===== src/rtl/div_pkg.sv =====
// ============================================================================
// Module      : div_pkg
// Description : Shared encodings for the divider datapath: display-select
//               opcodes, engine state encoding and the default operand width.
// Revision    : 1.0 - initial release
// ============================================================================
`default_nettype none

package div_pkg;

  localparam int DEFAULT_WIDTH = 4;

  // Display select encodings driven by the control FSM on aluOp
  localparam logic [1:0] OP_SHOW_A = 2'b00;
  localparam logic [1:0] OP_SHOW_B = 2'b01;
  localparam logic [1:0] OP_SHOW_Q = 2'b10;
  localparam logic [1:0] OP_SHOW_R = 2'b11;

  // Iterative engine states
  typedef enum logic [1:0] {
    ST_IDLE = 2'b00,
    ST_CALC = 2'b01,
    ST_DONE = 2'b10
  } state_t;

endpackage

`default_nettype wire


===== src/rtl/div_core.sv =====
// ============================================================================
// Module      : div_core
// Description : Iterative unsigned restoring divider, one quotient bit per
//               clock. Q/R are committed only on the CALC -> DONE transition.
//               Optional macro DIVZERO_DETECT_EN: a zero divisor at start
//               skips CALC and flags divide-by-zero.
// Revision    : 1.0 - initial release
// ============================================================================
`default_nettype none

module div_core
  import div_pkg::*;
#(
  parameter int WIDTH = DEFAULT_WIDTH
) (
  input  logic             clk,
  input  logic             rst,
  input  logic             i_start,
  input  logic             i_abort,
  input  logic [WIDTH-1:0] i_a,
  input  logic [WIDTH-1:0] i_b,
  output logic [WIDTH-1:0] o_q,
  output logic [WIDTH-1:0] o_r,
  output logic             o_busy,
  output logic             o_done,
  output logic             o_div_zero,
  // Next-cycle views so the registered display mux tracks Q/R/busy exactly
  output logic [WIDTH-1:0] o_q_nxt,
  output logic [WIDTH-1:0] o_r_nxt,
  output logic             o_busy_nxt
);

  localparam int             c_CW   = (WIDTH > 2) ? $clog2(WIDTH) : 1;
  localparam logic [c_CW-1:0] c_LAST = c_CW'(WIDTH - 1);

  state_t            r_state, w_state_nxt;
  logic [c_CW-1:0]   r_cnt, w_cnt_nxt;
  logic [WIDTH-1:0]  r_p, w_p_nxt;       // remainder after restore, always < divisor
  logic [WIDTH-1:0]  r_dvd, w_dvd_nxt;   // dividend shifts out MSB, quotient bits shift in LSB
  logic [WIDTH-1:0]  r_div, w_div_nxt;   // divisor captured at start
  logic [WIDTH-1:0]  r_q, w_q_nxt;
  logic [WIDTH-1:0]  r_r, w_r_nxt;
  logic              r_dz, w_dz_nxt;

  logic [WIDTH:0]    w_shift;            // WIDTH+1 bit partial remainder
  logic              w_ge;
  logic [WIDTH-1:0]  w_diff;
  logic [WIDTH-1:0]  w_rem;

  // One restoring step: shift in dividend MSB, subtract divisor if it fits
  always_comb begin
    w_shift = {r_p, r_dvd[WIDTH-1]};
    w_ge    = (w_shift >= {1'b0, r_div});
    // True difference is below 2^WIDTH whenever w_ge holds
    w_diff  = w_shift[WIDTH-1:0] - r_div;
    w_rem   = w_ge ? w_diff : w_shift[WIDTH-1:0];
  end

  // Next-state and datapath update; a write always wins and parks the engine
  always_comb begin
    w_state_nxt = r_state;
    w_cnt_nxt   = r_cnt;
    w_p_nxt     = r_p;
    w_dvd_nxt   = r_dvd;
    w_div_nxt   = r_div;
    w_q_nxt     = r_q;
    w_r_nxt     = r_r;
    w_dz_nxt    = r_dz;

    if (i_abort) begin
      w_state_nxt = ST_IDLE;
      w_dz_nxt    = 1'b0;
    end else begin
      case (r_state)
        ST_IDLE, ST_DONE: begin
          if (i_start) begin
`ifdef DIVZERO_DETECT_EN
            if (i_b == '0) begin
              w_state_nxt = ST_DONE;
              w_q_nxt     = '1;
              w_r_nxt     = i_a;
              w_dz_nxt    = 1'b1;
            end else begin
`else
            begin
`endif
              w_state_nxt = ST_CALC;
              w_cnt_nxt   = '0;
              w_p_nxt     = '0;
              w_dvd_nxt   = i_a;
              w_div_nxt   = i_b;
            end
          end
        end
        ST_CALC: begin
          w_p_nxt   = w_rem;
          w_dvd_nxt = {r_dvd[WIDTH-2:0], w_ge};
          w_cnt_nxt = r_cnt + 1'b1;
          if (r_cnt == c_LAST) begin
            w_state_nxt = ST_DONE;
            w_q_nxt     = {r_dvd[WIDTH-2:0], w_ge};
            w_r_nxt     = w_rem;
          end
        end
        default: w_state_nxt = ST_IDLE;
      endcase
    end
  end

  // State and datapath registers
  always_ff @(posedge clk or posedge rst) begin
    if (rst) begin
      r_state <= ST_IDLE;
      r_cnt   <= '0;
      r_p     <= '0;
      r_dvd   <= '0;
      r_div   <= '0;
      r_q     <= '0;
      r_r     <= '0;
      r_dz    <= 1'b0;
    end else begin
      r_state <= w_state_nxt;
      r_cnt   <= w_cnt_nxt;
      r_p     <= w_p_nxt;
      r_dvd   <= w_dvd_nxt;
      r_div   <= w_div_nxt;
      r_q     <= w_q_nxt;
      r_r     <= w_r_nxt;
      r_dz    <= w_dz_nxt;
    end
  end

  assign o_q        = r_q;
  assign o_r        = r_r;
  assign o_busy     = (r_state == ST_CALC);
  assign o_done     = (r_state == ST_DONE);
  assign o_div_zero = r_dz;
  assign o_q_nxt    = w_q_nxt;
  assign o_r_nxt    = w_r_nxt;
  assign o_busy_nxt = (w_state_nxt == ST_CALC);

endmodule

`default_nettype wire


===== src/rtl/datapath_divisor.sv =====
// ============================================================================
// Module      : datapath_divisor
// Description : Divider datapath: operand registers A/B, write-enable falling
//               edge detector that starts the iterative engine, and the
//               registered display mux. Optional macro DIVZERO_DETECT_EN
//               enables divide-by-zero short-circuit and the divZero flag.
// Revision    : 1.0 - initial release
// ============================================================================
`default_nettype none

module datapath_divisor
  import div_pkg::*;
#(
  parameter int WIDTH = DEFAULT_WIDTH
) (
  input  logic             clock,
  input  logic             reset,
  input  logic             selA,
  input  logic             wrA,
  input  logic             wrB,
  input  logic [1:0]       aluOp,
  input  logic [WIDTH-1:0] dataA,
  input  logic [WIDTH-1:0] dataB,
  output logic [WIDTH-1:0] result,
  output logic             busy,
  output logic             done,
  output logic             divZero
);

  logic [WIDTH-1:0] r_a, r_b, r_result;
  logic             r_wr_d;
  logic             w_wr, w_start;
  logic [WIDTH-1:0] w_a_nxt, w_b_nxt, w_result_nxt;
  logic [WIDTH-1:0] w_q, w_r, w_q_nxt, w_r_nxt;
  logic             w_busy, w_done, w_dz, w_busy_nxt;

  assign w_wr    = wrA | wrB;
  // Engine starts on the first quiet edge after a write
  assign w_start = r_wr_d & ~w_wr;

  assign w_a_nxt = wrA ? (selA ? dataA : w_r) : r_a;
  assign w_b_nxt = wrB ? dataB : r_b;

  div_core #(
    .WIDTH (WIDTH)
  ) u_core (
    .clk        (clock),
    .rst        (reset),
    .i_start    (w_start),
    .i_abort    (w_wr),
    .i_a        (r_a),
    .i_b        (r_b),
    .o_q        (w_q),
    .o_r        (w_r),
    .o_busy     (w_busy),
    .o_done     (w_done),
    .o_div_zero (w_dz),
    .o_q_nxt    (w_q_nxt),
    .o_r_nxt    (w_r_nxt),
    .o_busy_nxt (w_busy_nxt)
  );

  // Display mux on next-cycle values so result matches the registers it shows
  always_comb begin
    w_result_nxt = '0;
    case (aluOp)
      OP_SHOW_A: w_result_nxt = w_a_nxt;
      OP_SHOW_B: w_result_nxt = w_b_nxt;
      OP_SHOW_Q: w_result_nxt = w_busy_nxt ? '0 : w_q_nxt;
      OP_SHOW_R: w_result_nxt = w_busy_nxt ? '0 : w_r_nxt;
      default:   w_result_nxt = '0;
    endcase
  end

  // Operand registers, write-enable history and display register
  always_ff @(posedge clock or posedge reset) begin
    if (reset) begin
      r_a      <= '0;
      r_b      <= '0;
      r_wr_d   <= 1'b0;
      r_result <= '0;
    end else begin
      r_a      <= w_a_nxt;
      r_b      <= w_b_nxt;
      r_wr_d   <= w_wr;
      r_result <= w_result_nxt;
    end
  end

  assign result = r_result;
  assign busy   = w_busy;
  assign done   = w_done;
`ifdef DIVZERO_DETECT_EN
  assign divZero = w_dz;
`else
  assign divZero = 1'b0;
  logic w_unused_dz;
  assign w_unused_dz = w_dz;
`endif

endmodule

`default_nettype wire


===== config.mk =====
export PLATFORM = sky130hd
export DESIGN_NAME = datapath_divisor
export DESIGN_NICKNAME = d
export VERILOG_FILES = /design/src/rtl/div_pkg.sv /design/src/rtl/div_core.sv /design/src/rtl/datapath_divisor.sv
export SDC_FILE = /design/constraint.sdc
export NUM_CORES = 1
export LEC_CHECK = 0
export BUFFER_PORTS_ARGS = -buffer_cell sky130_fd_sc_hd__clkbuf_2
export CAP_MARGIN = 20
export CELL_PAD_IN_SITES_DETAIL_PLACEMENT = 1
export CELL_PAD_IN_SITES_GLOBAL_PLACEMENT = 2
export CORE_UTILIZATION = 30
export CTS_BUF_LIST = sky130_fd_sc_hd__clkbuf_8 sky130_fd_sc_hd__clkbuf_16
export DETAILED_ROUTE_END_ITERATION = 10
export PLACE_DENSITY_LB_ADDON = 0.08
export SLEW_MARGIN = 20
export SYNTH_ARGS = -nofsm -noshare
export SYNTH_HDL_FRONTEND = slang
export SYNTH_SLANG_ARGS = --single-unit

===== constraint.sdc =====
create_clock -name clock -period 1.77 [get_ports clock]
set_input_delay 0.354 -clock clock [delete_from_list [all_inputs] [get_ports clock]]
set_output_delay 0.354 -clock clock [all_outputs]
set_load 0.005 [all_outputs]

# == After elaboration in Yosys (flattened, before gate mapping) ==
# Cells that the tools add are included.
# totals
output_inout_bits,7
in_bits,15
wordCells,54
reg_bits,37
# op_classes
add_sub_neg,2
mux,23
bitwise_logic,3
n_eq_ne,8
n_reduce_logical,6
magnitude_cmp,1
# ops
operator,count
2-to-1 mux 4 bit,14
one-hot mux 4 bit (2 select lines),2
one-hot mux 4 bit (4 select lines),1
"equality test 2 bit, second input constant",4
2-to-1 mux 2 bit,4
one-hot mux 2 bit (2 select lines),2
"equality test 2 x 1 -> 1 bit, second input constant",3
AND reduction 3 bit,2
greater-or-equal comparator 5 x 4 -> 1 bit,1
logical NOT 2 bit,2
subtractor 4 bit,1
"adder 2 x 1 -> 2 bit, second input constant",1
"!= test 2 x 1 -> 1 bit, second input constant",1
nonzero test 2 bit,1
OR reduction 2 bit,1
AND 1 bit,1
NOT 1 bit,1
OR 1 bit,1

# == Longest topological paths before layout ==
# Gate-level depths: netlist of the first run.
# logic_depth
word_depth,9
depth_mapped,8
depth_no_buf,7

# == By module ==
# From an unflattened synthesis of the first run, not the netlist that was laid out.
# unflattened
hier_cells,179
hier_area_um2,1858.0
# by_module_without_submodules
module,cells_each,n_inst,seq_area_each_um2,area_each_um2
div_core,122,1,600.6,1204.9
datapath_divisor,57,1,325.3,653.1

# == Worst setup path before layout of the first run ==
# Ideal clock, no wire load.
# synth_timing
path_kind,reg-to-reg
from,reg u_core.r_p[1]
to,"reg r_result[3], in the netlist result[3]"
t_arrival_ns,1.772
setup_time_ns,0.120
path_stages_with_launch,7
required_ns,1.650
synth_period_minus_slack_ns,1.893
slack_ns,-0.123
path_buffers,0
cell_sequence,dfrtp_1 ha_1 nor4_2 o21a_2 nor3_1 a221o_2 a41o_1
# synth_between
elab_chain_cells,7
word_cells_on_any_way,8
classes_between,1 x add/sub; 1 x order compare; 6 x mux
# synth_lines
item,line_no,source
start: declaration,div_core.sv:38,"logic [WIDTH-1:0] r_p, w_p_nxt;"
start signal: assignment,div_core.sv:124,r_p <= w_p_nxt;
subtractor 4 bit / greater-or-equal comparator 5 x 4 -> 1 bit (equally long branches),"div_core.sv:55, div_core.sv:53",
2-to-1 mux 4 bit *,div_core.sv:56,w_rem = w_ge ? w_diff : w_shift[WIDTH-1:0];
2-to-1 mux 4 bit *,div_core.sv:99,if (r_cnt == c_LAST) begin
2-to-1 mux 4 bit *,div_core.sv:74,case (r_state)
2-to-1 mux 4 bit *,div_core.sv:70,if (i_abort) begin
via u_core.o_r_nxt[3],div_core.sv:29,"output logic [WIDTH-1:0] o_r_nxt,"
2-to-1 mux 4 bit *,datapath_divisor.sv:70,OP_SHOW_R: w_result_nxt = w_busy_nxt ? '0 : w_r_nxt;
one-hot mux 4 bit (4 select lines) *,datapath_divisor.sv:66,case (aluOp)
via w_result_nxt[3],datapath_divisor.sv:33,"logic [WIDTH-1:0] w_a_nxt, w_b_nxt, w_result_nxt;"
end signal: assignment,datapath_divisor.sv:86,r_result <= w_result_nxt;
end: declaration,datapath_divisor.sv:30,"logic [WIDTH-1:0] r_a, r_b, r_result;"
# The timed path passes the listed nets; every way through them passes the cells marked *.
# A chain may end at the register's enable or synchronous reset.

# == Final worst setup path of the first run ==
# layout_timing
from,reg u_core.r_p[0]
to,"reg r_result[3], in the netlist result[3]"
# Same word-level chain as after synthesis.

==> results of run 1 <==
[power groups by stage]
stage / clock [uW] / combinational, uW / sequential, uW
floorplan: 0 / 572 / 1000
global placement: 0 / 986 / 1010
detailed placement: 0 / 1010 / 1020
CTS: 781 / 1070 / 1010
global route: 811 / 1220 / 1020
finish: 757 / 1110 / 1000
[stage by stage]
| stage | setup WS [ps] | TNS, ps | util (%) | instances |
|---|---|---|---|---|
| 3_5_place_dp | -112 | -431 | 38.7 | 325 |
| 5_1_grt | -167 | -792 | 42.3 | 336 |
| 6_report | -70.9 | -151 | 42.3 | 336 |
| 4_1_cts | -77.9 | -313 | 40.9 | 333 |
| 2_1_floorplan | -47.2 | -47.2 | - | 199 |
| 3_3_place_gp | -117 | -293 | 38.7 | 325 |
[how the worst min path moves through the flow]
| stage | startpoint | end |
|---|---|---|
| detailed placement | reset | u_core.r_cnt[1]$_DFFE_PP0P_ |
| finish | reset | u_core.r_p[2]$_DFFE_PP0P_ |
| CTS | reset | u_core.r_state[1]$_DFF_PP0_ |
| global placement | reset | u_core.r_cnt[0]$_DFFE_PP0P_ |
| global route | reset | u_core.r_state[1]$_DFF_PP0_ |
| floorplan | r_b[2]$_DFF_PP0_ | u_core.r_div[2]$_DFFE_PP0P_ |
[area by class of cell]
type / instances / area (sq um)
timing repair buffer: 64 / 442
multi-input combinational: 133 / 1070
inverter: 17 / 63.8
tap: 77 / 96.3
clock buffer: 5 / 68.8
clock inverter: 3 / 46.3
fill: 734 / 3710
sequential: 37 / 927
[critical path, cell delays in order, from the launching register on]
cell and delay (ps):
sky130_fd_sc_hd__dfrtp_1 410, sky130_fd_sc_hd__ha_4 190, sky130_fd_sc_hd__nor4_4 300, sky130_fd_sc_hd__o21a_2 240
sky130_fd_sc_hd__nor3_2 50, sky130_fd_sc_hd__a221o_2 370, sky130_fd_sc_hd__a41o_1 180
[routing by layer]
layer | vias to the layer above | routed length (um) | GRT usage (%)
li1 | 810 | - | -
met1 | 823 | 2860 | 25.1
met2 | 21 | 2760 | 29.6
met3 | 4 | 143 | 3.26
met4 | 0 | 28 | 3.76
met5 | - | 0 | 0
[state kept, by name, indices dropped and copies added, names as in the netlist]
| signal | flops |
|---|---|
| r_b | 4 |
| r_wr_d | 1 |
| u_core.r_p | 4 |
| u_core.r_state | 2 |
| u_core.r_dvd | 4 |
| result | 4 |
| u_core.o_q | 4 |
| r_a | 4 |
| u_core.r_div | 4 |
| u_core.r_cnt | 2 |
| u_core.o_r | 4 |
[placed cells by master, fill, tap and decap left out, drive strengths merged, types with 5 or more instances in the layout]
cell type,count
buf,44
dfrtp,37
clkbuf,25
o21ai,22
nand2,19
inv,17
mux2i,13
nor2,12
a21oi,7
ha,5
mux2,5
[logic make-up (layout without fill, tap and decap cells)]
kind of cell,after synthesis,in the layout,share of synthesized area [%]
xor+xnor,2,2,0.872
simple gates,55,55,15.0
other cells,1,1,0.187
mux,18,18,9.46
fa+ha+maj,6,6,4.11
compound gates,51,51,17.6
flops,37,37,46.1
buf+inv,29,89,6.66
[timing repair]
item / in CTS / in global routing
gates resized for setup: 7 / 19
endpoints found under the setup margin: 10 / 12
pin swaps: 3 / 6
cloned: 0 / 0
buffers inserted: 0 / 3
==> metrics.md, run 1 <==
| Metric | Value |
|---|---|
| Run status | finished, violations left |
| Violations in the final reports | DRC, setup timing |
| Ratio of routed vias to standard cells | 4.93 |
| Fraction of the cycle the final worst path needs | 104% |
| Overall routing resource usage | 18.1% |
| First-pass GRT wire length | 9730 um |
| H-tree depth reported by CTS | 2 |
| Worst max-slew margin expressed relative to the limit | 66.7% |
| Number of distinct standard cells referenced by the synthesized netlist | 56 |
| Number of nets in the final layout | between 200 and 300 |
| Initial antenna violation count | 0 |
| Num ports | 22 |
| Leakage power | 0.00132 uW |
| Clock tree from TritonCTS | done |
| Fraction of power consumed by combinational cells | 38.8% |
| Worst Setup End Kind | flop |
| Clock sink count | 37 |
| HPWL Detailed | approximately 4600 um |
| Final Hold Violating Endpoints | 0 |
| Width of the die | roughly 84 um |
| Total global routing overflow | 0 |
| Switching share of power | between 30% and 40% |
| R2r endpoint | result[3]$_DFF_PP0_ |
| Unrepaired setup endpoints after global routing | true |
| Worst Path Max Fanout | 4 |
| Cell count after synthesis | 199 |
| Clock buffers created by TritonCTS | 5 |
| Pin count of the biggest net entering global routing | 38 |
| Final std cell area, no fill | 2710 sq um |
| Tightest Hold Check Type | in2async |
| Switching component of the power | 961 uW |
| Insertion delay to the later sink of the worst-skew pair | 300 ps |
| Critical path class | reg2reg |
| Netlist area before placement | 2010 sq um |
| Max rail drop VDD | 0.350 mV |
| Vertical extent of the die | 83.8 um |
| Highest clock frequency the design can meet | 0.543 GHz |
| Post-synthesis async set-or-reset flop share | 100% |
| Share of the synthesized area in the top cell type | 46.1% |
| DRT iter0 DRCs | 50 |
| Cell with the most instances after synthesis | sky130_fd_sc_hd__dfrtp_1 |
| Launch point of the critical path | u_core.r_p[0]$_DFFE_PP0P_ |
| Transition time at the pin with the least slew margin | around 500 ps |
| Worst hold slack after final layout | 137 ps |
| Post-DR wirelength/cell | 17.2 um |
| Vias in the first global route | 1808 |
| Arrival time of data at the critical path endpoint | 2030 ps |
| Mean instance size in the synthesized netlist | 10.1 sq um |
| Placeable Area | between 6000 and 7000 sq um |
| Area post-placement | 2490 sq um |
| Worst-path clk slew | 80 ps |
| Number of max-cap violations | 0 |
| Final weighted congestion in routability-driven placement | ~0.8 |
| Number of setup violations in the final report | 4 |
| Worst setup margin | -70.9 ps |
| CTS max path bufs | 2 |
| Power share of the sequential group | 34.9% |
| Effective utilization at floorplan | 31.3% |
| Total routed wirelength | about 5800 um |
| Clock power frac | 26.3% |
| Primary flip-flop cell chosen by synthesis mapping | sky130_fd_sc_hd__dfrtp_1 |
| Register-to-register setup slack | -70 ps |
| Ant diodes | 0 |
| Fraction of final layout cells with drive strength greater than 1 | 41.7% |
| Remaining antenna violation count | 0 |
| Reg2reg path depth | 6 |
| Setup crit start kind | flop |
| Share of the yosys chip area belonging to registers | between 40% and 50% |
| Area Growth Syn to Fin | 35.1% |
| Initial DRT Pass Iterations | 7 |
| DRC viols | 4 |
| Die outline area | 7030 sq um |
| Synthesis warning total | 0 |
| Synth Net Count | 220 |
| Final Max Tran Viols | 0 |
| Commonest cells in the synthesized netlist | 37 x sky130_fd_sc_hd__dfrtp_1, 18 x sky130_fd_sc_hd__nand2_1, 18 x sky130_fd_sc_hd__o21ai_0, 17 x sky130_fd_sc_hd__inv_1, 13 x sky130_fd_sc_hd__mux2i_1 |
| Cell Int Power | 1920 uW |
| Total Power | roughly 2900 uW |
| Endpoint of the most critical setup path | result[3]$_DFF_PP0_ |
| Biggest area consumer among synthesized cells | sky130_fd_sc_hd__dfrtp_1 |
| Worst reg2reg path startpoint | u_core.r_p[0]$_DFFE_PP0P_ |
| Number of enable flip-flop cells after synthesis | 0 |
| Buffers on Ports | 20 |
| CP Data Required Time | a little under 2000 ps |
| Total via count in the routed design | 1658 |
| Number of register bits inferred by synthesis | 37 |
| Cell Rows | 29 |
| Ranking of synthesized cells by area | sky130_fd_sc_hd__dfrtp_1 46%, sky130_fd_sc_hd__mux2i_1 6.5%, sky130_fd_sc_hd__o21ai_0 4.5% |
| Final critical-path required period | 1840 ps |
| Cell Pwr Density | 1060 nW/um^2 |
| Number of buffers inserted by hold repair at cts | 0 |
| Root buffer cell | sky130_fd_sc_hd__clkbuf_8 |
| Clock skew after layout | between 8 and 9 ps |
(Power assumes the default switching activity.)
==> run 2: changes to the inputs <==
==> constraint.sdc (replaced) <==
create_clock -name clock -period 2.25 [get_ports clock]
set_input_delay 0.45 -clock clock [delete_from_list [all_inputs] [get_ports clock]]
set_output_delay 0.45 -clock clock [all_outputs]
set_load 0.005 [all_outputs]
==> run 2 against run 1 <==
The flow finishes with violations (DRC). Total power down 34%. Via count down 6.6%. Utilization down 6.1 points. Global-route usage shrank 0.63 points. Clock power down 31%. Flip-flop and latch count is the same. Critical path depth is the same.
==> metrics.md, run 2 (same netlist as run 1, synthesis figures left out) <==
| Metric | Value |
|---|---|
| Switching component of the power | 647 uW (-33%) |
| DRC viols | 4 (unchanged) |
| Area Growth Syn to Fin | 15.4% |
| R2r endpoint | result[3]$_DFF_PP0_ |
| Reg2reg path depth | 6 (unchanged) |
| Clock buffers created by TritonCTS | 5 (unchanged) |
| First-pass GRT wire length | 9180 um (-5.7%) |
| Violations in the final reports | DRC |
| HPWL Detailed | 4340 um (-5.5%) |
| Root buffer cell | sky130_fd_sc_hd__clkbuf_8 |
| Placeable Area | 6420 sq um (unchanged) |
| Ratio of routed vias to standard cells | 5.11 (+3.6%) |
| Worst path slowest cell | sky130_fd_sc_hd__dfrtp_1 |
| Worst Path Max Fanout | 6 (+2) |
| Clock power frac | 27.6% (+1.3 points) |
| Switching share of power | 34.0% (+0.64 points) |
| Number of nets in the final layout | 246 (-12%) |
| Number of setup violations in the final report | 0 (-4) |
| Fraction of power consumed by combinational cells | 30.8% (-8.0 points) |
| Clock sink count | 37 (unchanged) |
| Endpoint of the most critical setup path | result[3]$_DFF_PP0_ |
| Transition time at the pin with the least slew margin | 506 ps (+6.22 ps) |
| CP Data Required Time | 2420 ps (+460 ps) |
| Overall routing resource usage | 17.5% (-0.63 points) |
| Final weighted congestion in routability-driven placement | 0.792 (-0.38%) |
| Remaining antenna violation count | 0 (unchanged) |
| Chain of cells forming the critical path | ha_1, o21ai_1, and2_1, nor3_1, a221o_2, a41o_1 |
| Critical path class | reg2reg |
| Initial antenna violation count | 0 (unchanged) |
| Met2 usage | 28.8% (-0.82 points) |
| Met1 Track Usage GR | 23.5% (-1.6 points) |
| Most used cells in the layout excluding fill and tap cells | 37 x sky130_fd_sc_hd__dfrtp_1, 20 x sky130_fd_sc_hd__clkbuf_2, 18 x sky130_fd_sc_hd__nand2_1, 18 x sky130_fd_sc_hd__o21ai_0, 17 x sky130_fd_sc_hd__inv_1 |
| Insertion delay to the later sink of the worst-skew pair | 290 ps (about the same) |
| Width of the die | 83.8 um (unchanged) |
| Most used routing layer | met2 |
| Setup crit start kind | flop |
| Cell Int Power | 1250 uW (-35%) |
| Number of max-cap violations | 0 (unchanged) |
| Clock skew after layout | 11.5 ps (+2.52 ps) |
| Initial DRT Pass Iterations | 8 (+1) |
| Arrival time of data at the critical path endpoint | 2280 ps (+250 ps) |
| Worst Setup End Kind | flop |
| Register-to-register setup slack | 140 ps (+210 ps) |
| Number of gates resized after cts | 0 (-7) |
| Die outline area | 7030 sq um (unchanged) |
| Fraction of final layout cells with drive strength greater than 1 | 23.9% (-18 points) |
| Unrepaired setup endpoints after global routing | false |
| Effective utilization at floorplan | 31.3% (unchanged) |
| Leakage power | 0.00114 uW (-13%) |
| Cell Rows | 29 (unchanged) |
| Max rail drop VDD | 0.253 mV (-28%) |
| Ant diodes | 0 (unchanged) |
| Highest clock frequency the design can meet | 0.474 GHz (-13%) |
| Final core occ | 36.1% (-6.1 points) |
| Final critical-path required period | 2110 ps (+271 ps) |
| Clock tree from TritonCTS | done |
| Vertical extent of the die | 83.8 um (unchanged) |
| Buffers on Ports | 20 (unchanged) |
| Post-DR wirelength/cell | 18.6 um (+8.2%) |
| Total routed wirelength | 5650 um (-2.5%) |
| Worst max-slew margin expressed relative to the limit | 66.2% (-0.41 points) |
| Num ports | 22 (unchanged) |
| H-tree depth reported by CTS | 2 (unchanged) |
| CTS max path bufs | 2 (unchanged) |
| Worst reg2reg path startpoint | u_core.r_p[1]$_DFFE_PP0P_ |
| Number of buffers inserted by hold repair at cts | 0 (unchanged) |
| Pin count of the biggest net entering global routing | 38 (unchanged) |
| Launch point of the critical path | u_core.r_p[1]$_DFFE_PP0P_ |
| Final Hold Violating Endpoints | 0 (unchanged) |
| GR Layer Usage met3 | 3.66% (+0.40 points) |
| Fraction of the cycle the final worst path needs | 93.9% (-10 points) |
| Tightest Hold Check Type | in2async |
| Worst-path clk slew | 80 ps (about the same) |
| Run status | finished, violations left |
| Setup Fix Bufs, Post-CTS | 0 (unchanged) |
| Final TNS setup | 0 ps (+151 ps) |
| Cell Pwr Density | 819 nW/um^2 (-23%) |
| Vias in the first global route | 1649 (-8.8%) |
| Total global routing overflow | 0 (unchanged) |
| DRT iter0 DRCs | 49 (-2.0%) |
| Power share of the sequential group | 41.5% (+6.6 points) |
| Max incr delay on CP | 410 ps (about the same) |
| Final Max Tran Viols | 0 (unchanged) |
| Most common library cell in the layout ignoring fill and taps | sky130_fd_sc_hd__dfrtp_1 |
| Total via count in the routed design | 1549 (-6.6%) |
[run 2: cell types whose count changed in the layout (fill, tap and decap cells not counted), moves of 3 or more]
| cell | delta |
|---|---|
| sky130_fd_sc_hd__buf_4 | -31 |
| sky130_fd_sc_hd__ha_1 | +4 |
| sky130_fd_sc_hd__ha_4 | -4 |
| sky130_fd_sc_hd__o21ai_0 | +4 |
| sky130_fd_sc_hd__o21ai_1 | -3 |
[run 2: worst max-delay path: cells and delay by family, from the launching register on]
family | cells | cell delay, ps
adder cells (fa/ha/maj) | 1 | 330
AND/OR/NAND/NOR | 2 | 430
AO/OA/AOI/OAI | 3 | 830
flip-flops | 1 | 410
[run 2: cell type report]
type	instances	area, sq um
Clock buffer	7	96.3
Clock inverter	1	5.00
Fill cell	758	4100
Inverter	17	63.8
Multi-Input combinational cell	133	950
Sequential cell	37	926
Tap cell	77	96.3
Timing Repair Buffer	31	183
[run 2: power by group through the flow]
stage | combinational, uW | sequential, uW | clock, uW
final | 585 | 789 | 525
after global placement | 582 | 799 | 0
after CTS | 593 | 791 | 550
after detailed placement | 589 | 804 | 0
after floorplan | 414 | 785 | 0
after global routing | 657 | 800 | 583
[run 2: per-stage QoR]
step / hold WS, ps / instances / instance area [sq um] / worst slack [ps] / power, uW
after detailed placement: 490 / 295 / 2220 / 187 / 1390
after global placement: 486 / 295 / 2220 / 250 / 1380
final: 252 / 303 / 2320 / 138 / 1900
after global routing: 287 / 303 / 2320 / 29.6 / 2040
after CTS: 276 / 303 / 2320 / 147 / 1930
after floorplan: 446 / 199 / 2010 / 357 / 1200
[run 2: worst min path at each step]
stage                                      startpoint                          end  slack (ps)  cells after the start
after detailed placement      u_core.o_q[2]$_DFF_PP0_      u_core.o_q[2]$_DFF_PP0_         490                      1
final                                           reset      u_core.o_q[3]$_DFF_PP0_         250                      3
after global placement    u_core.r_cnt[0]$_DFFE_PP0P_  u_core.r_cnt[0]$_DFFE_PP0P_         490                      1
after CTS                                       reset  u_core.r_dvd[2]$_DFFE_PP0P_         280                      3
after floorplan                      r_b[2]$_DFF_PP0_  u_core.r_div[2]$_DFFE_PP0P_         450                      2
after global routing                            reset      u_core.o_q[3]$_DFF_PP0_         290                      3
[run 2: metal layers]
layer / routed length, um / vias up
met5: 0 / -
li1: - / 743
met1: 2710 / 773
met2: 2670 / 27
met3: 209 / 6
met4: 55 / 0
==> run 3: changes to the inputs <==
==> constraint.sdc (replaced) <==
create_clock -name clock -period 2.55 [get_ports clock]
set_input_delay 0.51 -clock clock [delete_from_list [all_inputs] [get_ports clock]]
set_output_delay 0.51 -clock clock [all_outputs]
set_load 0.005 [all_outputs]
==> run 3 against run 2 <==
The run still ends with DRC left. Global-route usage is 0.69 points lower. Hold slack improved by 60 ps. Sequential power shrank 11%. Register-to-register slack better by 180 ps. Clock skew is 4.4 ps lower. Cell area decreased by 2.9%. Combinational power shrank 16%. Via count is 1.8% lower. Critical path depth is the same. Clock-buffer cell count did not move. Cell count shrank 3.0%. Total power decreased by 13%. Critical endpoint is now u_core.o_r[2]$_DFF_PP0_. Highest routed layer unchanged.
==> metrics.md, run 3 (same netlist as run 1, synthesis figures left out) <==
| Metric | Value |
|---|---|
| HPWL Detailed | 4070 um (-6.3%) |
| Cell Rows | 29 (unchanged) |
| Final TNS setup | 0 ps (unchanged) |
| Max rail drop VDD | 0.271 mV (+6.9%) |
| Number of cells in the design after placement | 286 (-3.1%) |
| Cell Int Power | 1080 uW (-13%) |
| Leakage power | 0.00110 uW (-3.7%) |
| Power share of the sequential group | 42.5% (+1.0 points) |
| Fraction of the cycle the final worst path needs | 87.4% (-6.5 points) |
| Violations in the final reports | DRC |
| Ant diodes | 0 (unchanged) |
| Total Power | 1650 uW (-13%) |
| Clock skew after layout | 7.10 ps (-4.37 ps) |
| Most used cells in the layout excluding fill and tap cells | 37 x sky130_fd_sc_hd__dfrtp_1, 20 x sky130_fd_sc_hd__clkbuf_2, 18 x sky130_fd_sc_hd__nand2_1, 18 x sky130_fd_sc_hd__o21ai_0, 17 x sky130_fd_sc_hd__inv_1 |
| Clock tree from TritonCTS | done |
| Post-DR wirelength/cell | 17.9 um (-3.7%) |
| Number of max-cap violations | 0 (unchanged) |
| Remaining antenna violation count | 0 (unchanged) |
| Number of setup violations in the final report | 0 (unchanged) |
| Worst Setup End Kind | flop |
| Root buffer cell | sky130_fd_sc_hd__clkbuf_8 |
| H-tree depth reported by CTS | 2 (unchanged) |
| Effective utilization at floorplan | 31.3% (unchanged) |
| Area Growth Syn to Fin | 12.1% |
| Clock power frac | 27.6% (about the same) |
| Sequential standard cell area | 926 sq um (unchanged) |
| Final critical-path required period | 2230 ps (+117 ps) |
| Worst path slowest cell | sky130_fd_sc_hd__mux2i_1 |
| Transition time at the pin with the least slew margin | 907 ps (+401 ps) |
| Fraction of final layout cells with drive strength greater than 1 | 20.7% (-3.2 points) |
| Number of gates resized after cts | 0 (unchanged) |
| Final weighted congestion in routability-driven placement | 0.775 (-2.1%) |
| Setup Fix Bufs, Post-CTS | 0 (unchanged) |
| Clock sink count | 37 (unchanged) |
| Die outline area | 7030 sq um (unchanged) |
| Worst hold slack after final layout | 313 ps (+60.3 ps) |
| DRC viols | 4 (unchanged) |
| Total via count in the routed design | 1521 (-1.8%) |
| Fraction of power consumed by combinational cells | 30.0% (-0.8 points) |
| Setup crit start kind | flop |
| Total global routing overflow | 0 (unchanged) |
| Switching share of power | 34.2% (+0.12 points) |
| Num ports | 22 (unchanged) |
| Total routed wirelength | 5280 um (-6.5%) |
| Tightest Hold Check Type | in2async |
| CTS max path bufs | 2 (unchanged) |
| Launch point of the critical path | u_core.r_p[1]$_DFFE_PP0P_ |
| Final Max Tran Viols | 0 (unchanged) |
| Most common library cell in the layout ignoring fill and taps | sky130_fd_sc_hd__dfrtp_1 |
| Fill cells | 739 (-2.5%) |
| Insertion delay to the later sink of the worst-skew pair | 290 ps (about the same) |
| Unrepaired setup endpoints after global routing | false |
| Vertical extent of the die | 83.8 um (unchanged) |
| Vias in the first global route | 1656 (+0.42%) |
| Initial antenna violation count | 0 (unchanged) |
| Clock buffers created by TritonCTS | 5 (unchanged) |
| Number of nets in the final layout | 237 (-3.7%) |
| Final Hold Violating Endpoints | 0 (unchanged) |
| Overall routing resource usage | 16.8% (-0.69 points) |
| Multi-input gate area | 950 sq um (unchanged) |
| Critical path class | reg2reg |
| First-pass GRT wire length | 9070 um (-1.2%) |
| Worst reg2reg path startpoint | u_core.r_p[1]$_DFFE_PP0P_ |
| Cell Pwr Density | 731 nW/um^2 (-11%) |
| Max incr delay on CP | 430 ps (+20 ps) |
| Highest clock frequency the design can meet | 0.449 GHz (-5.2%) |
| DRT iter0 DRCs | 61 (+24%) |
| Worst Path Max Fanout | 5 (-1) |
| Switching component of the power | 563 uW (-13%) |
| Final std cells w/o fill | 294 (-3.0%) |
| Arrival time of data at the critical path endpoint | 2380 ps (+100 ps) |
| Chain of cells forming the critical path | ha_1, nor4_2, o21a_2, nor2_1, mux2i_1, o21ai_0 |
| Placeable Area | 6420 sq um (unchanged) |
| Reg2reg path depth | 6 (unchanged) |
| Ratio of routed vias to standard cells | 5.17 (+1.2%) |
| Pin count of the biggest net entering global routing | 38 (unchanged) |
| Initial DRT Pass Iterations | 7 (-1) |
| Number of buffers inserted by hold repair at cts | 0 (unchanged) |
| Worst max-slew margin expressed relative to the limit | 39.1% (-27 points) |
| CP Data Required Time | 2700 ps (+280 ps) |
| Width of the die | 83.8 um (unchanged) |
| Worst-path clk slew | 80 ps (about the same) |
| Buffers on Ports | 20 (unchanged) |
| Run status | finished, violations left |
## run 3: path summary, 6_finish.rpt
| path | to | slack, ps |
|---|---|---|
| max | u_core.o_r[2]$_DFF_PP0_ | 320 |
| min | r_a[3]$_DFF_PP0_ | 310 |
| max reg2reg | u_core.o_r[2]$_DFF_PP0_ | 320 |
| min reg2reg | u_core.r_div[1]$_DFFE_PP0P_ | 500 |
| max in group asynchronous | result[3]$_DFF_PP0_ | 1900 |
| min in group clock | r_b[1]$_DFF_PP0_ | 470 |
## run 3: power groups by stage
stage / Combinational [uW] / Clock [uW] / Sequential, uW
floorplan: 366 / 0 / 693
global route: 558 / 490 / 710
global placement: 493 / 0 / 712
detailed placement: 498 / 0 / 712
finish: 494 / 454 / 699
CTS: 502 / 470 / 701
## run 3: worst max-delay path: cells and delay by family (launching register included)
family	cells	cell delay [ps]
AOI/OAI and AO/OA	2	470
adders and majority gates	1	260
DFF	1	410
muxes	1	430
and+or+nand+nor	2	520
## run 3: final cells by class
class | instances | share of cell area (%)
sequential | 37 | 41.1
inverter | 17 | 2.83
clock buffer | 7 | 4.28
clock inverter | 1 | 0.222
tap | 77 | 4.28
timing repair buffer | 22 | 5.11
multi-input combinational | 133 | 42.2
## run 3: routing by layer
| metal | track usage, % | vias to the layer above | wire [um] |
|---|---|---|---|
| li1 | - | 731 | - |
| met1 | 24.5 | 757 | 2670 |
| met2 | 25.9 | 29 | 2360 |
| met3 | 3.17 | 4 | 220 |
| met4 | 3.29 | 0 | 30 |
| met5 | 0 | - | 0 |
## run 3: metrics by stage
step / area [sq um] / utilization (%) / setup WS [ps]
CTS: 2250 / 35.1 / 324
global placement: 2150 / 33.5 / 367
detailed placement: 2150 / 33.5 / 305
floorplan: 2010 / - / 656
finish: 2250 / 35.1 / 321
global route: 2250 / 35.1 / 204
